--- config.mk ---
export PLATFORM = sky130hd
export DESIGN_NAME = rom_fetch_arbiter
export DESIGN_NICKNAME = d
export VERILOG_FILES = /design/src/rtl/proc_pkg.sv /design/src/rtl/rr_arb2.sv /design/src/rtl/rom_fetch_arbiter.sv
export SDC_FILE = /design/constraint.sdc
export NUM_CORES = 1
export LEC_CHECK = 0
export CORE_ASPECT_RATIO = 1.25
export CORE_MARGIN = 4
export CORE_UTILIZATION = 39
export DETAILED_ROUTE_END_ITERATION = 8
export PLACE_DENSITY = 0.76
export SYNTH_ARGS = -nofsm -noshare
export SYNTH_HDL_FRONTEND = slang
export SYNTH_SLANG_ARGS = --single-unit
--- constraint.sdc ---
create_clock -name Clock -period 1.2 [get_ports Clock]
set_input_delay 0.18 -clock Clock [delete_from_list [all_inputs] [get_ports Clock]]
set_output_delay 0.18 -clock Clock [all_outputs]
set_load 0.05 [all_outputs]
--- src/rtl/proc_pkg.sv ---
// Shared constants for the ROM fetch sequencer: widths, FSM encoding, grant ids.
package proc_pkg;
   localparam int DEF_ADDR_W = 5;
   localparam int DEF_DATA_W = 16;

   localparam logic [2:0] S_IDLE    = 3'd0;
   localparam logic [2:0] S_F_ISSUE = 3'd1;
   localparam logic [2:0] S_F_CAPT  = 3'd2;
   localparam logic [2:0] S_D_ISSUE = 3'd3;
   localparam logic [2:0] S_D_CAPT  = 3'd4;

   localparam logic GNT_FETCH = 1'b0;
   localparam logic GNT_DBG   = 1'b1;
endpackage

--- src/rtl/rr_arb2.sv ---
// Two-way round-robin arbiter; a tie goes to whoever was not granted last.
module rr_arb2
   import proc_pkg::*;
(
   input  logic       Clock,
   input  logic       Resetn,
   input  logic       en,
   input  logic [1:0] req,
   output logic [1:0] gnt
);
   logic last_grant;

   always_comb begin
      gnt = 2'b00;
      if (en) begin
         if (&req) begin
            if (last_grant == GNT_DBG) gnt[GNT_FETCH] = 1'b1;
            else                       gnt[GNT_DBG]   = 1'b1;
         end else begin
            gnt = req;
         end
      end
   end

   always_ff @(posedge Clock) begin
      if (!Resetn)             last_grant <= GNT_DBG;
      else if (gnt[GNT_FETCH]) last_grant <= GNT_FETCH;
      else if (gnt[GNT_DBG])   last_grant <= GNT_DBG;
   end
endmodule

--- src/rtl/rom_fetch_arbiter.sv ---
// Instruction fetch sequencer sharing the synchronous ROM port with a debug reader.
module rom_fetch_arbiter
   import proc_pkg::*;
#(
   parameter int ADDR_W = DEF_ADDR_W,
   parameter int DATA_W = DEF_DATA_W
)(
   input  logic              Clock,
   input  logic              Resetn,
   input  logic              fetch_req,
   output logic              fetch_ack,
   output logic [DATA_W-1:0] IR,
   output logic [ADDR_W-1:0] PC,
   input  logic              pc_load,
   input  logic [ADDR_W-1:0] pc_load_val,
   input  logic              dbg_req,
   input  logic [ADDR_W-1:0] dbg_addr,
   output logic              dbg_ack,
   output logic [DATA_W-1:0] dbg_data,
   output logic              busy,
   output logic [ADDR_W-1:0] rom_addr,
   input  logic [DATA_W-1:0] rom_q
);
   logic [2:0] state;
   logic [1:0] gnt;
   logic [1:0] req_eff;

   // A request seen in its own ack cycle is the one just served, not a new one.
   assign req_eff = {dbg_req & ~dbg_ack, fetch_req & ~fetch_ack};

   rr_arb2 u_arb (
      .Clock  (Clock),
      .Resetn (Resetn),
      .en     (state == S_IDLE),
      .req    (req_eff),
      .gnt    (gnt)
   );

   always_ff @(posedge Clock) begin
      if (!Resetn) begin
         state     <= S_IDLE;
         PC        <= '0;
         IR        <= '0;
         dbg_data  <= '0;
         rom_addr  <= '0;
         fetch_ack <= 1'b0;
         dbg_ack   <= 1'b0;
         busy      <= 1'b0;
      end else begin
         fetch_ack <= 1'b0;
         dbg_ack   <= 1'b0;
         case (state)
            S_IDLE: begin
               if (gnt[GNT_FETCH]) begin
                  state    <= S_F_ISSUE;
                  rom_addr <= PC;
                  busy     <= 1'b1;
               end else if (gnt[GNT_DBG]) begin
                  state    <= S_D_ISSUE;
                  rom_addr <= dbg_addr;
                  busy     <= 1'b1;
               end
            end
            S_F_ISSUE: state <= S_F_CAPT;
            S_F_CAPT: begin
               IR        <= rom_q;
               fetch_ack <= 1'b1;
               busy      <= 1'b0;
               state     <= S_IDLE;
            end
            S_D_ISSUE: state <= S_D_CAPT;
            S_D_CAPT: begin
               dbg_data <= rom_q;
               dbg_ack  <= 1'b1;
               busy     <= 1'b0;
               state    <= S_IDLE;
            end
            default: begin
               state <= S_IDLE;
               busy  <= 1'b0;
            end
         endcase

         // Jumps override the post-fetch increment; the fetch in flight keeps its address.
         if (pc_load)                PC <= pc_load_val;
         else if (state == S_F_CAPT) PC <= PC + ADDR_W'(1);
      end
   end
endmodule
==> metrics.md, run 1 <==
| Metric | Value |
|---|---|
| Run status | `complete, but fails checks` |
| Failing checks | `setup timing` |
| Layout Utilization | `just over 70%` |
| RSZ-0062 raised after global routing | `yes` |
| Initial DRC count | `66` |
| WP buf/inv | `1` |
| FF-to-FF path depth | `5` |
| Starting Density | `approximately 41%` |
| Top FF cell, synth | `dfxtp_1` |
| Setup violators final | `22` |
| Worst setup EP type | `flip-flop` |
| Max incr delay on CP | `0.37 ns` |
| M3 GR Usage | `approximately 8%` |
| Drt drc | `0` |
| Global-route wire length before repair | `around 9000 um` |
| Hold path depth | `3` |
| Slew HR | `a little under 70%` |
| Total of max-cap violations | `0` |
| Crit share post-route | `117%` |
| Vias | `1,821` |
| Crit path DAT | `between 1.5 and 2 ns` |
| CP max stage cell | `a2111oi_4` |
| #FFs+latches synth | `a little under 50` |
| Synth warnings | `0` |
| NumNets Final | `roughly 340` |
| Critical path cell sequence | `nand2b_4 -> a2111oi_4 -> buf_4 -> mux2i_1 -> nand2_1` |
| Synth unique cells | `32` |
| Detail Route Antenna Nets | `0` |
| Clock transition at path regs | `around 0.08 ns` |
| Max Fclk | `around 0.71 GHz` |
| H-tree levels | `2` |
| Hold_ws | `0.456 ns` |
| Share of flip-flops with an asynchronous set or reset | `0%` |
| Critical Path RT | `about 1.4 ns` |
| Root Buffer | `clkbuf_8` |
| Mapped Avg Cell Area | `8.94 sq um` |
| Bufs on Longest Clock Path | `2` |
| Hold Vio Cnt, Final | `0` |
| Vias in the first global route | `between 1,500 and 2,000` |
| Largest net degree at the start of global routing | `28` |
| Grt peak-use layer | `met2` |
| Worst Hold Launch | `rom_q[11]` |
| Share of the synthesized area in the top cell type | `between 50 and 60%` |
| Synth area leader | `dfxtp_1` |
| Post-synth EDFFs | `0` |
| R2R Setup Slk | `-0.21 ns` |
| Crit-path leading delay family | `compound AO/OA/AOI/OAI gates` |
| Setup TNS | `-1.36 ns` |
| Least-Margin Pin Slew | `roughly 0.46 ns` |
| Reg-to-Reg End | `u_arb.last_grant` |
| Peak supply drop | `0.000883 V` |
| Initial antenna violation count | `0` |
| Core ar. | `4800 sq um` |
| Io pins | `76` |
| Avg WL per Cell | `around 14 um` |
| Largest cells by area after synthesis | `dfxtp_1, nand2_1, a21boi_1` |
| Crit Reg-Reg Startpoint | `dbg_ack` |
| Seq. cell area | `about 1000 sq um` |
| Layout cells sized above 1 | `a little under a third` |
| Vias per cell | `4.98` |
| Maximum fanout count along the critical path | `3` |
| Tmin final | `around 1.4 ns` |
| Pwr Total | `4.14 mW` |
| GR Overflow Total | `0` |
| Syn Nets | `251` |
| Clk Latency, worst-skew pair | `roughly 0.29 ns` |
| Slew Viols, Final | `0` |
| Area Growth Syn to Fin | `78.0%` |
| Crit path kind | `reg -> reg` |
| Power per cell area | `roughly 1200 nW/um^2` |
| Die Wd | `around 70 um` |
| Met1 Usage GRT | `between 10% and 20%` |
| Die area | `between 6000 and 7000 sq um` |
| GRT Overall Usage | `between 15 and 20%` |
| Hold Path End | `dbg_data[11]` |
| Sequential share of the synthesized area | `between 50% and 60%` |
| Die Span Y | `about 87 um` |
| Final wirelength | `around 5300 um` |
| Worst hold path type | `in -> reg` |
| CTS tree | `done` |
| LEAKAGE | `about 1.3 nW` |
| Synth Instances | `~220` |
| Total CTS buffers | `5` |
| Worst Skew | `between 0.003 and 0.004 ns` |
| Hpwl dp | `slightly above 4000 um` |
| # fillers | `roughly 350` |
| Startpoint Class | `flip-flop` |
| FP Rows | `28` |
| Synthesized area | `approximately 2000 sq um` |
| Setup WS post-layout | `-0.209 ns` |
| I/O Buffers | `75` |
| Ant. Diodes | `0` |
| TritonRoute pass-1 iters | `4` |
| Setup crit start | `dbg_ack` |
| M2 GR Usage | `around a third` |
| RD Place Congestion | `roughly 0.73` |
| Area occupied by multi-input gates | `around 920 sq um` |
| Clock sink count | `between 40 and 50` |
==> how the worst max path moves through the flow <==
stage,end,slack [ns],cells past startpoint
6_report,u_arb.last_grant,-0.21,5
5_1_grt,rom_addr[4],-0.30,5
4_1_cts,u_arb.last_grant,-0.22,5
3_5_place_dp,u_arb.last_grant,-0.51,6
3_3_place_gp,rom_addr[4],-0.43,6
2_1_floorplan,rom_addr[0],-0.17,5
==> state kept, by name (all words and copies together), names as in the netlist <==
| register | flops |
|---|---|
| busy | 1 |
| u_arb.last_grant | 1 |
| rom_addr | 5 |
| fetch_ack | 1 |
| IR | 16 |
| state | 3 |
| PC | 5 |
| dbg_data | 16 |
| dbg_ack | 1 |
==> final cells by class <==
type | instances | area share, %
multi-input cells | 155 | 26.4
repair buffers | 92 | 39.7
clock inverters | 1 | 0.144
inverters | 2 | 0.216
flip-flops and latches | 49 | 28.6
clock buffers | 7 | 2.77
well taps | 60 | 2.16
==> worst min-delay path, delay by kind of cell <==
family	cells	cell delay [ns]
AOI/OAI and AO/OA	1	0.05
buffers and inverters	1	0.42
and+or+nand+nor	1	0.06
==> metal layers <==
layer	part of all wire (%)	wire, um
met5	0	0
met3	8.6	454
met1	36	1910
met4	1.9	101
met2	53	2810
==> logic make-up after synthesis <==
kind of cell / after synthesis / share of synthesized area, %
xor+xnor: 4 / 1.79
compound gates: 57 / 21.1
simple gates: 87 / 19.1
fa+ha+maj: 1 / 0.639
buf+inv: 15 / 4.22
flops: 49 / 50.1
mux: 6 / 3.07
==> cells in the final DEF, fill, tap and decap left out, types with 2 or more instances in the layout <==
cell type / count
a21boi_1: 19
dfxtp_2: 6
dfxtp_4: 2
a21boi_0: 13
and2_1: 2
o21ai_0: 6
a21oi_1: 7
a21oi_2: 4
buf_4: 12
dfxtp_1: 41
clkbuf_8: 7
mux2i_1: 6
nor2_1: 2
o21ai_2: 4
buf_12: 49
nand4_1: 2
nand2_1: 71
nand2b_4: 2
clkdlybuf4s50_1: 30
xor2_1: 3
==> cells in the mapped netlist, types with 2 or more instances <==
cell,n
a21boi_0,13
a21boi_1,19
a21oi_1,7
a21oi_2,4
and2_1,3
buf_2,3
buf_4,4
clkbuf_1,5
dfxtp_1,49
mux2i_1,6
nand2_1,71
nand2b_1,2
nand4_1,2
nor2_1,3
o21ai_0,6
o21ai_1,4
xor2_1,3
==> per-stage QoR <==
stage / cell area, sq um / worst slack, ns / std cells
after floorplan: 1990 / -0.172 / 219
after global placement: 3370 / -0.425 / 358
after detailed placement: 3370 / -0.512 / 358
after CTS: 3480 / -0.218 / 366
after global routing: 3480 / -0.300 / 366
final: 3480 / -0.209 / 366
==> report_power, final <==
group / internal (mW) / switching (mW)
Combinational: 0.629 / 0.615
Clock: 0.521 / 0.501
Sequential: 1.73 / 0.134
==> timing repair <==
| action | CTS | global route |
|---|---|---|
| hold buffers | 0 | 0 |
| setup buffers | 0 | 0 |
| setup endpoints to repair | 39 | 45 |
| pin swaps | 3 | 2 |
| resized for setup | 4 | 1 |
(Power assumes the default switching activity.)
==> inputs of run 2 (changes only) <==
CAP_MARGIN = 10   (was default)
==> results of run 2 <==
Final layout, timing and power as in run 1 (identical DEF).
